## config.mk

```make
export PLATFORM = sky130hd
export DESIGN_NAME = pipe_add_sub
export DESIGN_NICKNAME = d
export VERILOG_FILES = /design/src/rtl/pipe_add_pkg.sv /design/src/rtl/add_chunk.sv /design/src/rtl/pipe_add_sub.sv
export SDC_FILE = /design/constraint.sdc
export NUM_CORES = 1
export LEC_CHECK = 0
export CORE_ASPECT_RATIO = 0.75
export CORE_MARGIN = 2
export CORE_UTILIZATION = 55
export DETAILED_ROUTE_END_ITERATION = 12
export GPL_ROUTABILITY_DRIVEN = 0
export PLACE_DENSITY = 0.86
export SKIP_LAST_GASP = 1
export SLEW_MARGIN = 20
export SYNTH_ARGS = -nofsm -noshare
export SYNTH_HDL_FRONTEND = slang
export SYNTH_HIERARCHICAL = 1
export SYNTH_SLANG_ARGS = --single-unit
```

## constraint.sdc

```tcl
create_clock -name clk -period 4.7 [get_ports clk]
set_input_delay 0.705 -clock clk [delete_from_list [all_inputs] [get_ports clk]]
set_output_delay 0.705 -clock clk [all_outputs]
set_load 0.01 [all_outputs]
```

## src/rtl/pipe_add_pkg.sv

```systemverilog
// Shared constants and stage-register layout for the pipelined adder/subtractor.
package pipe_add_pkg;

   localparam int unsigned PIPE_DEF_WIDTH  = 32;
   localparam int unsigned PIPE_DEF_STAGES = 4;

   // One pipeline stage at default width. The carry holds the chunk carry-out
   // and ovf the MSB-carry XOR carry-out. The lower sum chunks are completed,
   // while the upper operand chunks are still to be added.
   typedef struct packed {
      logic                      valid;
      logic                      sub;
      logic                      carry;
      logic                      ovf;
      logic [PIPE_DEF_WIDTH-1:0] a;
      logic [PIPE_DEF_WIDTH-1:0] b;
      logic [PIPE_DEF_WIDTH-1:0] sum;
   } pipe_stage_t;

endpackage

```

## src/rtl/add_chunk.sv

```systemverilog
// Purely combinational CW-bit ripple adder. It also exposes the carry into its MSB.
module add_chunk #(
   parameter int unsigned CW = 8
) (
   input  logic [CW-1:0] a,
   input  logic [CW-1:0] b,
   input  logic          cin,
   output logic [CW-1:0] sum,
   output logic          cout,
   output logic          c_msb
);

   logic c_w;

   // Ripple the carry bit by bit and capture the carry entering the top bit.
   always_comb begin
      c_w   = cin;
      sum   = '0;
      c_msb = cin;
      for (int unsigned i = 0; i < CW; i++) begin
         if (i == CW - 1) c_msb = c_w;
         sum[i] = a[i] ^ b[i] ^ c_w;
         c_w    = (a[i] & b[i]) | (c_w & (a[i] ^ b[i]));
      end
      cout = c_w;
   end

endmodule

```

## src/rtl/pipe_add_sub.sv

```systemverilog
// Pipelined add/subtract with a valid/ready handshake.
// Stage k adds operand chunk k. Pipeline bubbles collapse under backpressure.
module pipe_add_sub
   import pipe_add_pkg::*;
#(
   parameter int unsigned WIDTH  = PIPE_DEF_WIDTH,
   parameter int unsigned STAGES = PIPE_DEF_STAGES
) (
   input  logic             clk,
   input  logic             rst_n,
   input  logic             in_valid,
   output logic             in_ready,
   input  logic [WIDTH-1:0] in_a,
   input  logic [WIDTH-1:0] in_b,
   input  logic             in_cin,
   input  logic             in_sub,
   output logic             out_valid,
   input  logic             out_ready,
   output logic [WIDTH-1:0] out_sum,
   output logic             out_cout,
   output logic             out_ovf
);

   localparam int unsigned ST_SAFE = (STAGES < 1) ? 1 : STAGES;
   localparam int unsigned CW      = WIDTH / ST_SAFE;

   if ((STAGES < 1) || (WIDTH % ST_SAFE != 0)) begin : g_bad_cfg
      $error("pipe_add_sub: STAGES must be >= 1 and divide WIDTH");
   end

   // Width-parameterised form of pipe_stage_t
   typedef struct packed {
      logic             valid;
      logic             sub;
      logic             carry;
      logic             ovf;
      logic [WIDTH-1:0] a;
      logic [WIDTH-1:0] b;
      logic [WIDTH-1:0] sum;
   } stg_t;

   logic rdy_q;

   for (genvar k = 0; k < STAGES; k++) begin : g_stg
      stg_t          src_w;
      stg_t          st_d;
      stg_t          st_q;
      logic          adv_w;
      logic [CW-1:0] b_eff_w;
      logic [CW-1:0] sum_w;
      logic          cout_w;
      logic          cmsb_w;

      if (k == 0) begin : g_src_in
         // Entry stage: subtract is a + ~b + 1, so the initial carry is forced high.
         always_comb begin
            src_w       = '0;
            src_w.valid = in_valid & in_ready;
            src_w.sub   = in_sub;
            src_w.carry = in_sub | in_cin;
            src_w.a     = in_a;
            src_w.b     = in_b;
         end
      end else begin : g_src_prev
         assign src_w = g_stg[k-1].st_q;
      end

      if (k == STAGES - 1) begin : g_adv_last
         assign adv_w = !st_q.valid | out_ready;
      end else begin : g_adv_mid
         assign adv_w = !st_q.valid | g_stg[k+1].adv_w;
      end

      assign b_eff_w = src_w.b[k*CW +: CW] ^ {CW{src_w.sub}};

      add_chunk #(
         .CW (CW)
      ) u_add_chunk (
         .a     (src_w.a[k*CW +: CW]),
         .b     (b_eff_w),
         .cin   (src_w.carry),
         .sum   (sum_w),
         .cout  (cout_w),
         .c_msb (cmsb_w)
      );

      // Load the upstream transaction with chunk k resolved, or hold while stalled.
      always_comb begin
         st_d = st_q;
         if (adv_w) begin
            st_d                  = src_w;
            st_d.carry            = cout_w;
            st_d.ovf              = cmsb_w ^ cout_w;
            st_d.sum[k*CW +: CW]  = sum_w;
         end
      end

      // Stage register. Reset discards whatever is in flight.
      always_ff @(posedge clk or negedge rst_n) begin
         if (!rst_n) st_q <= '0;
         else        st_q <= st_d;
      end
   end

   // Keep input acceptance off until the first clock edge after reset release.
   always_ff @(posedge clk or negedge rst_n) begin
      if (!rst_n) rdy_q <= 1'b0;
      else        rdy_q <= 1'b1;
   end

   assign in_ready  = rdy_q & g_stg[0].adv_w;
   assign out_valid = g_stg[STAGES-1].st_q.valid;
   assign out_sum   = g_stg[STAGES-1].st_q.sum;
   assign out_cout  = g_stg[STAGES-1].st_q.carry;
   assign out_ovf   = g_stg[STAGES-1].st_q.ovf;

endmodule

```

# Yosys cells after proc, flatten, opt, wreduce, memory -nomap -nowiden
# Index checks and enable logic that the tools add are counted.
# Widths: inputs -> output; s select.
[op_classes] bitwise=172 reduce_logical=4
[ops] operator="$and 1x1->1" count=66
[ops] operator="$xor 1x1->1" count=65
[ops] operator="$or 1x1->1" count=37
[ops] operator="$xor 8x8->8" count=4
[ops] operator="$logic_not 1->1" count=4
[word_totals] regBits=285 output_inout_bits=36 word_cells=199

# Depth between registers and ports, before layout
[depth] depth_word=19 mapped_depth=16 mapped_depth_nobuf=15

# Hierarchy
# The synthesis kept the hierarchy.
[by_module_without_submodules] mod="pipe_add_sub" instances=1 cells_per_inst=444 area_per_inst_um2=7320.8 seq_area_each_um2=4729.5
[by_module_without_submodules] mod="add_chunk" instances=4 cells_per_inst=18 area_per_inst_um2=197.7 seq_area_each_um2=0.0

# Least setup slack after synthesis
# No wires, ideal clock.
[synth_path] path_kind="input to register" startpoint="input port in_sub" endpoint="register g_stg[0].st_q[7] (netlist name)" setup_time_ps=127 arrival_ps=4324 t_required_ps=4573 slack_ps=249 cell_stages=15 path_buffers=1 cell_sequence="clkbuf_1 > or2_2 > fa_1 > inv_1 > fa_1 > inv_1 > fa_1 > fa_1 > fa_1 > fa_1 > inv_1 > fa_1 > inv_1 > fa_1 > mux2_1"
[synth_rtl] element="from (decl)" line_no="pipe_add_sub.sv:16" rtl="input logic in_sub,"
[synth_rtl] element="to (signal assigned)" line_no="pipe_add_sub.sv:101" rtl="else st_q <= st_d;"
[synth_rtl] element="to (decl)" line_no="pipe_add_sub.sv:47" rtl="stg_t st_q;"

==> flow_summary.yaml <==
run_status:
  outcome: "completed"
final_layout:
  layout-drive-gt1-share: 0.265
  n_antenna_cell: 0
  nets: 727
  mostFrequentLayoutCells: "dfrtp_1 (189), mux2_2 (125), clkdlybuf4s50_1 (104)"
  final_common_cell: "dfrtp_1"
  fin_util: 0.685
  area_growth_syn_to_layout_pct: 22.1
worst_setup_path:
  worst-path-max-fanout: 4
  r2r_slack_ns: 0.74
  crit_required_ns: 5.00
  worstSetupPathType: "in2reg"
  start_kind: "input port"
  crit_path_end_kind: "flip-flop"
  cp.arrival_ns: 4.82
global_routing:
  grt_max_degree: 120
  grt_pass1_vias: 4589
  grt_pass1_wl_mm: 23.1
  antenna_found_initial: 0
  grtUsageTotal: 0.195
  grt.overflow.total: 0
routing:
  wirelength_mm: 14.1
  top_layer_used: "met4"
  dr_wl_met3_um: 532
  routedWlPerCell_um: 16.9
  vias: 4209
  drc: 0
  wl_met2_mm: 6.91
  drt-initial-drc-count: 152
  via_per_inst: 5.03
  antenna_left: 0
  wl_met1_mm: 6.48
  dr.pass1.iters: 4
sta:
  relSlewSlack: 0.318
  skew_ns: 0.0122
  finalSetupViolCount: 0
  finalMaxSlewViolations: 0
  period_needed_ns: 4.52
  grt_setup_unrepaired: "false"
  fmax_mhz: 221
  timing.final.crit_share: 0.962
  worstMarginPinSlew_ns: 1.02
  finalHoldViolCount: 0
power:
  leakagePower_nw: 4.35
  p_per_area_nw_per_um2: 449
  p_total_mw: 4.45
  vdd_drop_max_mv: 0.358
placed_design:
  dp_hpwl_mm: 9.44
  io_buffers: 105
yosys:
  synth_nets: 618
  synth_area_per_cell_um2: 15.7
  synth_seq_area_share: 0.583
  yosys.area.top_type: "dfrtp_1"
  yosys-top-cells-area: "dfrtp_1 (58%), mux2_2 (17%), mux2_1 (8.1%)"
  synth_top_area_frac: 0.583
  synth_seq_cells: 189
  yosys_warnings: 6
  syn_inst: 516
  synthesis.area_um2: 8110
  synth.distinct_cells: 20
clock_network:
  cts.path.max_buffers: 2
  clkLatencyLatePin_ns: 0.42
  clockRootBuffer: "clkbuf_16"
  cts.sinks: 189
  h-tree-depth: 4
  post_cts_buffers: 0
  numCtsBuffers: 17
  clk_pin_slew_worst_paths_ns: 0.07
  tritoncts: "built"
  holdBufCountCts: 0
  cts_resized: 0
die:
  dieWidth_um: 144
  fp.dieArea_um2: 15700
  ios: 106
  coreArea_um2: 14500
  start_util: 0.561
  die_h_um: 109
  rows: 38
job:
  max_cap_viol_count: 0
min_path:
  hp-class: "in2async"
==> per-layer routing <==
layer  vias to the layer above  track usage
li1                       1924            -
met1                      2195        0.259
met2                        75        0.327
met3                        15       0.0444
met4                         0       0.0589
met5                         -            0
==> synthesized netlist by cell type, drive strengths merged <==
cell / n
xnor2: 1
fa: 32
buf: 14
dfrtp: 189
nand4b: 1
xor2: 32
nand3b: 1
a21oi: 1
nand2: 3
or2: 2
clkbuf: 10
inv: 41
nor2: 1
and2: 1
conb: 1
mux2: 183
nand2b: 3
==> worst paths after layout <==
kind / from / endpoint / cells after the start
min in group clk: g_stg[0].st_q[99] / g_stg[1].st_q[99] / 2
hold / removal: rst_n / out_sum[2] / 1
hold reg to reg: g_stg[0].st_q[99] / g_stg[1].st_q[99] / 2
setup reg to reg: g_stg[2].st_q[98] / out_ovf / 15
max in group asynchronous: rst_n / g_stg[1].st_q[60] / 2
setup / recovery: in_sub / g_stg[0].st_q[7] / 15
==> logic make-up after synthesis <==
| logic type | Yosys count | share of synthesized area |
|---|---|---|
| AOI/OAI and AO/OA | 1 | 0.000616 |
| xor gates and xnor gates | 33 | 0.0356 |
| adders and majority gates | 32 | 0.0790 |
| buffers and inverters | 65 | 0.0369 |
| DFF | 189 | 0.583 |
| muxes | 183 | 0.254 |
| other | 1 | 0.000462 |
| and+or+nand+nor | 12 | 0.0103 |
==> where the power goes <==
part,switching [mW],internal (mW)
sequential,0.190,1.95
clock,0.597,0.769
combinational,0.366,0.583
total,1.15,3.30
==> sequential cells by signal, summed over array words and instances (netlist names) <==
| signal | flops |
|---|---|
| out_cout | 1 |
| out_ovf | 1 |
| rdy_q | 1 |
| g_stg.st_q | 153 |
| out_sum | 32 |
| out_valid | 1 |
==> cell type report <==
cell class / count / area (um^2)
Clock buffer: 21 / 470
Clock inverter: 10 / 90.1
Fill cell: 1003 / 4550
Inverter: 41 / 154
Multi-Input combinational cell: 262 / 3090
Sequential cell: 189 / 4730
Tap cell: 200 / 250
Timing Repair Buffer: 114 / 1120
==> critical path, stage by stage <==
cell             delay, ns
clkdlybuf4s50_1       0.53
or2_2                 0.35
fa_1                  0.36
inv_1                 0.07
fa_1                  0.16
inv_1                 0.06
fa_1                  0.37
fa_1                  0.41
fa_1                  0.41
fa_1                  0.37
inv_1                 0.07
fa_1                  0.15
inv_1                 0.05
fa_1                  0.43
mux2_1                0.31
==> per-stage QoR <==
step                setup TNS [ns]  worst slack, ns  area, um^2  hold WS [ns]  cells
floorplan                        0            0.249        8110         0.409    516
global placement            -0.244           -0.161        9340         0.413    806
detailed placement          -0.475           -0.278        9340         0.430    806
CTS                              0            0.149        9900         0.443    837
global route                     0           0.0648        9900         0.472    837
finish                           0            0.180        9900         0.408    837
Power figures use the tool's default switching activity.
